===== src/rtl/seq_det_param_disp_if.sv =====
// Bus bundle for seq_det_param_disp: serial input, pattern control, match status and 7-seg pins.
interface seq_det_param_disp_if #(
   parameter int unsigned PAT_W = 8,
   parameter int unsigned CNT_W = 16
);
   logic             bit_in;
   logic             bit_vld;
   logic [PAT_W-1:0] pat_in;
   logic             pat_load;
   logic             overlap;
   logic             cnt_clr;
   logic             match;
   logic [CNT_W-1:0] match_cnt;
   logic             cnt_sat;
   logic [3:0]       dig;
   logic [7:0]       smg;

   modport master (
      output bit_in, bit_vld, pat_in, pat_load, overlap, cnt_clr,
      input  match, match_cnt, cnt_sat, dig, smg
   );

   modport slave (
      input  bit_in, bit_vld, pat_in, pat_load, overlap, cnt_clr,
      output match, match_cnt, cnt_sat, dig, smg
   );
endinterface


===== src/rtl/seq_det_param_disp.sv =====
// Serial pattern detector with saturating match counter and 4-digit multiplexed hex 7-seg driver.
// Optional build macro LEAD_ZERO_BLANK_EN blanks digits above the highest nonzero digit.
module seq_det_param_disp #(
   parameter int unsigned PAT_W    = 8,
   parameter int unsigned CNT_W    = 16,
   parameter int unsigned SCAN_DIV = 500
) (
   input  logic                   clk,
   input  logic                   rst,
   seq_det_param_disp_if.slave    bus
);

   localparam int unsigned FILL_W = $clog2(PAT_W + 1);
   localparam int unsigned DIV_W  = $clog2(SCAN_DIV);

   // Active-low segment codes {dp,g,f,e,d,c,b,a}, dp held off.
   function automatic logic [7:0] hex7(input logic [3:0] n);
      logic [7:0] s;
      case (n)
         4'h0:    s = 8'hC0;
         4'h1:    s = 8'hF9;
         4'h2:    s = 8'hA4;
         4'h3:    s = 8'hB0;
         4'h4:    s = 8'h99;
         4'h5:    s = 8'h92;
         4'h6:    s = 8'h82;
         4'h7:    s = 8'hF8;
         4'h8:    s = 8'h80;
         4'h9:    s = 8'h90;
         4'hA:    s = 8'h88;
         4'hB:    s = 8'h83;
         4'hC:    s = 8'hC6;
         4'hD:    s = 8'hA1;
         4'hE:    s = 8'h86;
         default: s = 8'h8E;
      endcase
      return s;
   endfunction

   logic [PAT_W-1:0]  pat_reg, pat_reg_n;
   logic [PAT_W-1:0]  hist, hist_n, hist_shift;
   logic [FILL_W-1:0] fill, fill_n, fill_inc;
   logic              match_q, match_n;
   logic [CNT_W-1:0]  cnt_q, cnt_n;
   logic              sat_q, sat_n;
   logic [DIV_W-1:0]  div_q, div_n;
   logic              scan_tick;
   logic [1:0]        idx_q, idx_n;
   logic [3:0]        dig_q, dig_n;
   logic [7:0]        smg_q, smg_n;
   logic [15:0]       cnt16;
   logic [3:0]        nib;
   logic              blank;

   // State registers
   always_ff @(posedge clk) begin
      if (rst) begin
         pat_reg <= '0;
         hist    <= '0;
         fill    <= '0;
         match_q <= 1'b0;
         cnt_q   <= '0;
         sat_q   <= 1'b0;
         div_q   <= '0;
         idx_q   <= 2'd0;
         dig_q   <= 4'b1111;
         smg_q   <= 8'hFF;
      end else begin
         pat_reg <= pat_reg_n;
         hist    <= hist_n;
         fill    <= fill_n;
         match_q <= match_n;
         cnt_q   <= cnt_n;
         sat_q   <= sat_n;
         div_q   <= div_n;
         idx_q   <= idx_n;
         dig_q   <= dig_n;
         smg_q   <= smg_n;
      end
   end

   // Detector: fill < PAT_W is filling, fill == PAT_W is armed
   always_comb begin
      pat_reg_n  = pat_reg;
      hist_n     = hist;
      fill_n     = fill;
      match_n    = 1'b0;
      hist_shift = {hist[PAT_W-2:0], bus.bit_in};
      fill_inc   = (fill == FILL_W'(PAT_W)) ? fill : fill + FILL_W'(1);
      if (bus.pat_load) begin
         pat_reg_n = bus.pat_in;
         hist_n    = '0;
         fill_n    = '0;
      end else if (bus.bit_vld) begin
         hist_n = hist_shift;
         fill_n = fill_inc;
         if ((fill_inc == FILL_W'(PAT_W)) && (hist_shift == pat_reg)) begin
            match_n = 1'b1;
            // Non-overlapping mode demands a full window of fresh bits
            if (!bus.overlap) fill_n = '0;
         end
      end
   end

   // Saturating match counter; clear wins over a same-cycle increment
   always_comb begin
      cnt_n = cnt_q;
      if (bus.cnt_clr)
         cnt_n = '0;
      else if (match_q && !(&cnt_q))
         cnt_n = cnt_q + CNT_W'(1);
      sat_n = &cnt_n;
   end

   // Digit scan: divider tick advances the digit and loads its segments
   always_comb begin
      div_n     = div_q;
      idx_n     = idx_q;
      dig_n     = dig_q;
      smg_n     = smg_q;
      scan_tick = (div_q == DIV_W'(SCAN_DIV - 1));
      cnt16     = 16'(cnt_q);
      nib       = 4'h0;
      blank     = 1'b0;
      if (scan_tick) begin
         div_n = '0;
         idx_n = idx_q + 2'd1;
      end else begin
         div_n = div_q + DIV_W'(1);
      end
      nib = cnt16[{idx_n, 2'b00} +: 4];
`ifdef LEAD_ZERO_BLANK_EN
      case (idx_n)
         2'd1:    blank = (cnt16[15:4]  == 12'h000);
         2'd2:    blank = (cnt16[15:8]  == 8'h00);
         2'd3:    blank = (cnt16[15:12] == 4'h0);
         default: blank = 1'b0;
      endcase
`else
      blank = 1'b0;
`endif
      if (scan_tick) begin
         dig_n = ~(4'b0001 << idx_n);
         smg_n = blank ? 8'hFF : hex7(nib);
      end
   end

   assign bus.match     = match_q;
   assign bus.match_cnt = cnt_q;
   assign bus.cnt_sat   = sat_q;
   assign bus.dig       = dig_q;
   assign bus.smg       = smg_q;

endmodule

===== src/flat_wrapper.sv =====
// flat-port wrapper written by rule: the top's interface ports become plain ports
module seq_det_param_disp_flat 
#(
   parameter int unsigned PAT_W    = 8,
   parameter int unsigned CNT_W    = 16,
   parameter int unsigned SCAN_DIV = 500
)
  (clk, rst, bus_bit_in, bus_bit_vld, bus_pat_in, bus_pat_load, bus_overlap, bus_cnt_clr, bus_match, bus_match_cnt, bus_cnt_sat, bus_dig, bus_smg);
  seq_det_param_disp_if #(.PAT_W(PAT_W), .CNT_W(CNT_W)) bus_i ();
  input  logic clk;
  input  logic rst;
  input wire logic [$bits(bus_i.bit_in)-1:0] bus_bit_in;
  input wire logic [$bits(bus_i.bit_vld)-1:0] bus_bit_vld;
  input wire logic [$bits(bus_i.pat_in)-1:0] bus_pat_in;
  input wire logic [$bits(bus_i.pat_load)-1:0] bus_pat_load;
  input wire logic [$bits(bus_i.overlap)-1:0] bus_overlap;
  input wire logic [$bits(bus_i.cnt_clr)-1:0] bus_cnt_clr;
  output wire logic [$bits(bus_i.match)-1:0] bus_match;
  output wire logic [$bits(bus_i.match_cnt)-1:0] bus_match_cnt;
  output wire logic [$bits(bus_i.cnt_sat)-1:0] bus_cnt_sat;
  output wire logic [$bits(bus_i.dig)-1:0] bus_dig;
  output wire logic [$bits(bus_i.smg)-1:0] bus_smg;
  assign bus_i.bit_in = bus_bit_in;
  assign bus_i.bit_vld = bus_bit_vld;
  assign bus_i.pat_in = bus_pat_in;
  assign bus_i.pat_load = bus_pat_load;
  assign bus_i.overlap = bus_overlap;
  assign bus_i.cnt_clr = bus_cnt_clr;
  assign bus_match = bus_i.match;
  assign bus_match_cnt = bus_i.match_cnt;
  assign bus_cnt_sat = bus_i.cnt_sat;
  assign bus_dig = bus_i.dig;
  assign bus_smg = bus_i.smg;
  seq_det_param_disp #(.PAT_W(PAT_W), .CNT_W(CNT_W), .SCAN_DIV(SCAN_DIV)) u_core (.clk(clk), .rst(rst), .bus(bus_i));
endmodule

===== config.mk =====
export PLATFORM = sky130hd
export DESIGN_NAME = seq_det_param_disp_flat
export DESIGN_NICKNAME = d
export VERILOG_FILES = /design/src/rtl/seq_det_param_disp_if.sv /design/src/rtl/seq_det_param_disp.sv /design/src/flat_wrapper.sv
export SDC_FILE = /design/constraint.sdc
export NUM_CORES = 1
export LEC_CHECK = 0
export CORE_ASPECT_RATIO = 0.9
export CORE_MARGIN = 3
export CORE_UTILIZATION = 55
export DETAILED_ROUTE_END_ITERATION = 8
export GPL_TIMING_DRIVEN = 0
export PLACE_DENSITY = 0.82
export SLEW_MARGIN = 20
export SYNTH_ARGS = -nofsm -noshare
export SYNTH_HDL_FRONTEND = slang
export SYNTH_SLANG_ARGS = --single-unit

===== constraint.sdc =====
create_clock -name clk -period 3.25 [get_ports clk]
set_input_delay 0.325 -clock clk [delete_from_list [all_inputs] [get_ports clk]]
set_output_delay 0.325 -clock clk [all_outputs]
set_load 0.02 [all_outputs]

==> results of run 1 <==
## worst min-delay path by stage
| stage | startpoint | end | slack [ns] |
|---|---|---|---|
| finish | u_core.div_q[0] | u_core.div_q[0] | 0.45 |
| detailed placement | u_core.div_q[0] | u_core.div_q[0] | 0.44 |
| global route | u_core.div_q[0] | u_core.div_q[0] | 0.48 |
| floorplan | u_core.div_q[0] | u_core.div_q[0] | 0.41 |
| CTS | u_core.div_q[0] | u_core.div_q[0] | 0.45 |
| global placement | u_core.div_q[0] | u_core.div_q[0] | 0.43 |
## cell usage after synthesis, types with 5 or more instances
library cell	instances
inv_1	8
xor2_1	19
o21ai_0	6
and3_1	13
nand3_1	17
nand2_1	22
clkbuf_1	9
nor2_1	59
dfxtp_1	59
a21oi_1	14
nor3_1	5
nor4_1	7
ha_1	9
mux2i_1	22
xnor2_1	13
## layer usage
layer  GRT usage  part of all wire  vias up
met5           0                 0        -
met4      0.0617            0.0087        0
met3      0.0817             0.068        7
met2       0.373              0.47      100
met1       0.290              0.45     1296
li1            -                 -     1376
## logic make-up (layout without fill, tap and decap cells)
family                   Yosys count  after routing  synth area share
adder cells (fa/ha/maj)            9              9            0.0356
multiplexers                      24             24            0.0768
AND/OR/NAND/NOR                  165            165             0.284
other                              1              1           0.00119
flip-flops                        59             59             0.374
AO/OA/AOI/OAI                     44             44            0.0986
XOR/XNOR                          32             32            0.0887
buffers and inverters             28             86            0.0416
## critical path, cell delays in order, from the launching register on
cell       delay, ns
dfxtp_1         0.35
ha_2            0.25
nor4bb_2        0.24
buf_4           0.23
nand2_2         0.13
a2111oi_1       0.49
or4_1           0.31
inv_1           0.10
ha_1            0.26
or4_1           0.53
o221a_2         0.13
## metrics by stage
stage / instance area (um^2) / hold WS, ns / setup TNS (ns) / util
final: 3890 / 0.451 / 0 / 0.720
after detailed placement: 3660 / 0.437 / -0.0623 / 0.677
after global routing: 3890 / 0.480 / 0 / 0.720
after CTS: 3880 / 0.446 / 0 / 0.717
after global placement: 3660 / 0.429 / 0 / 0.677
after floorplan: 3160 / 0.413 / 0 / -
## final cells by class
class,instances,area (um^2)
Multi-Input combinational cell,275,1860
Fill cell,424,1520
Sequential cell,59,1180
Timing Repair Buffer,43,428
Clock buffer,13,159
Buffer,19,101
Tap cell,67,83.8
Clock inverter,3,46.3
Inverter,8,30.0
## power groups by stage
stage	registers, mW	logic [mW]	clock network [mW]
finish	0.742	0.0734	0.691
global route	0.742	0.0815	0.738
CTS	0.742	0.0731	0.702
detailed placement	0.758	0.0728	0
global placement	0.757	0.0709	0
floorplan	0.756	0.0455	0
## cells in the final DEF (no fill, tap or decap), types with 4 or more instances in the layout
cell type,instances
nor2_1,59
dfxtp_1,59
clkdlybuf4s50_1,42
mux2i_1,22
nand2_1,22
xor2_1,19
nand3_1,17
a21oi_1,14
and3_1,13
xnor2_1,13
clkbuf_8,11
clkbuf_1,10
inv_1,8
ha_1,8
nor4_1,7
buf_4,6
o21ai_0,6
nor3_1,5
and4_1,4
a211oi_1,4
or4_1,4
## repair_timing
item,in CTS,in global routing
setup endpoints to repair,1,7
hold buffers,0,0
buffers inserted,1,0
pin swaps,1,0
gates cloned,0,0
resized for setup,0,8
==> impl_metrics.yaml, run 1 <==
hold_path:
  min_path_type: "flop to flop"
  min_path_cells: 1
timing:
  max_clock_freq_mhz: 319
  hold_viol: 0
  fin_ws_ns: 0.111
  final-setup-viol-count: 0
  rsz0062_at_grt: "no"
  tightest_slew_ns: 0.784
  finalCritPeriodShare: 0.966
  fin_crit_ns: 3.14
  maxSlewViolCount: 0
  slew_headroom: 0.473
  skew_ns: 0.0137
worst_setup_path:
  worstSetupPathType: "flop to flop"
  worstSetupStartpoint: "u_core.div_q[0]"
  endpoint_kind: "flop"
  r2r_cells: 10
  cp_max_fo: 10
  required_ns: 3.48
  reg2reg_from: "u_core.div_q[0]"
  startpoint_type: "flop"
  arrival_ns: 3.37
  critPathCapture: "u_core.bus.smg[0]"
  reg2reg_setup_slack_ns: 0.11
  r2r_end: "u_core.bus.smg[0]"
logic_synthesis:
  netlist.area_leader.share: 0.374
  synth.area.top_cells: "dfxtp_1 (37%), nor2_1 (7.0%), mux2i_1 (7.0%), xor2_1 (5.3%), xnor2_1 (3.6%)"
  netlist-cell-type-count: 62
  async_reset_ff_frac: 0
  synth_edf_count: 0
  syn_avg_cell_area_um2: 8.73
  synth_ff_type: "dfxtp_1"
  syn-num-nets: 386
  yosys_warnings: 0
  ys_seq_area_frac: 0.374
  netlist_area_um2: 3160
  synth_seq_cells: 59
  synth_top_area_cell: "dfxtp_1"
  synthCells: 362
cts:
  cts.sinks: 59
  clock_latency_ns: 0.35
  clockBufferDepth: 2
  htreeDepth: 3
  clock_tree.root_cell: "clkbuf_8"
  clk_pin_slew_ns: 0.06
  cts_made_buffers: 9
  cts_tree: "done"
power_and_ir_drop:
  p_switching_mw: 0.338
  power_frac_comb: 0.049
  pwr-share-seq: 0.492
  pwr-share-clk: 0.459
  internal-power_mw: 1.17
  power.total_mw: 1.51
  powerDensity_nw_per_um2: 387
  p_sw_frac: 0.224
  ir_drop_v: 0.000330
  p_leak_nw: 1.53
place:
  gp_congestion: 0.932
  dpl.hpwl_mm: 5.17
  dpl_worst_slack_ns: -0.0623
  port_buffers: 42
  dp_cells: 471
routing:
  routed_via_density: 5.71
  dr.pass1.iters: 5
  drt_iter0_markers: 286
  post_drt_wl_per_cell_um: 15.0
  routed_wl_mm: 7.33
  drc_errors: 0
  vias: 2779
  antenna_left: 0
finish:
  num_antenna_cells: 0
  drive_gt1_frac: 0.102
  instances_no_fill: 487
  largest_reg_flops: 16
  area_delta_synth_final_pct: 23.2
  nNetsFinal: 439
die:
  core-area_um2: 5410
  start_util: 0.584
  die_h_um: 77.9
  die_w_um: 85.9
  die_area_um2: 6690
  io_pins: 45
  fp-row-count: 25
grt:
  grt_usage: 0.231
  grt_max_degree: 11
  grt_pass1_vias: 2665
  gr-total-overflow: 0
  antenna_found_initial: 0
  grt_first_pass_wirelength_mm: 12.3
status:
  outcome: "completed"
run:
  maxCapViolCount: 0
Power figures use the tool's default switching activity.
==> run 2: changes to the inputs <==
- ABC_CLOCK_PERIOD_IN_PS: default -> 3250
==> results of run 2 <==
Same layout as run 1: the final DEF is identical, and so are final timing and power.
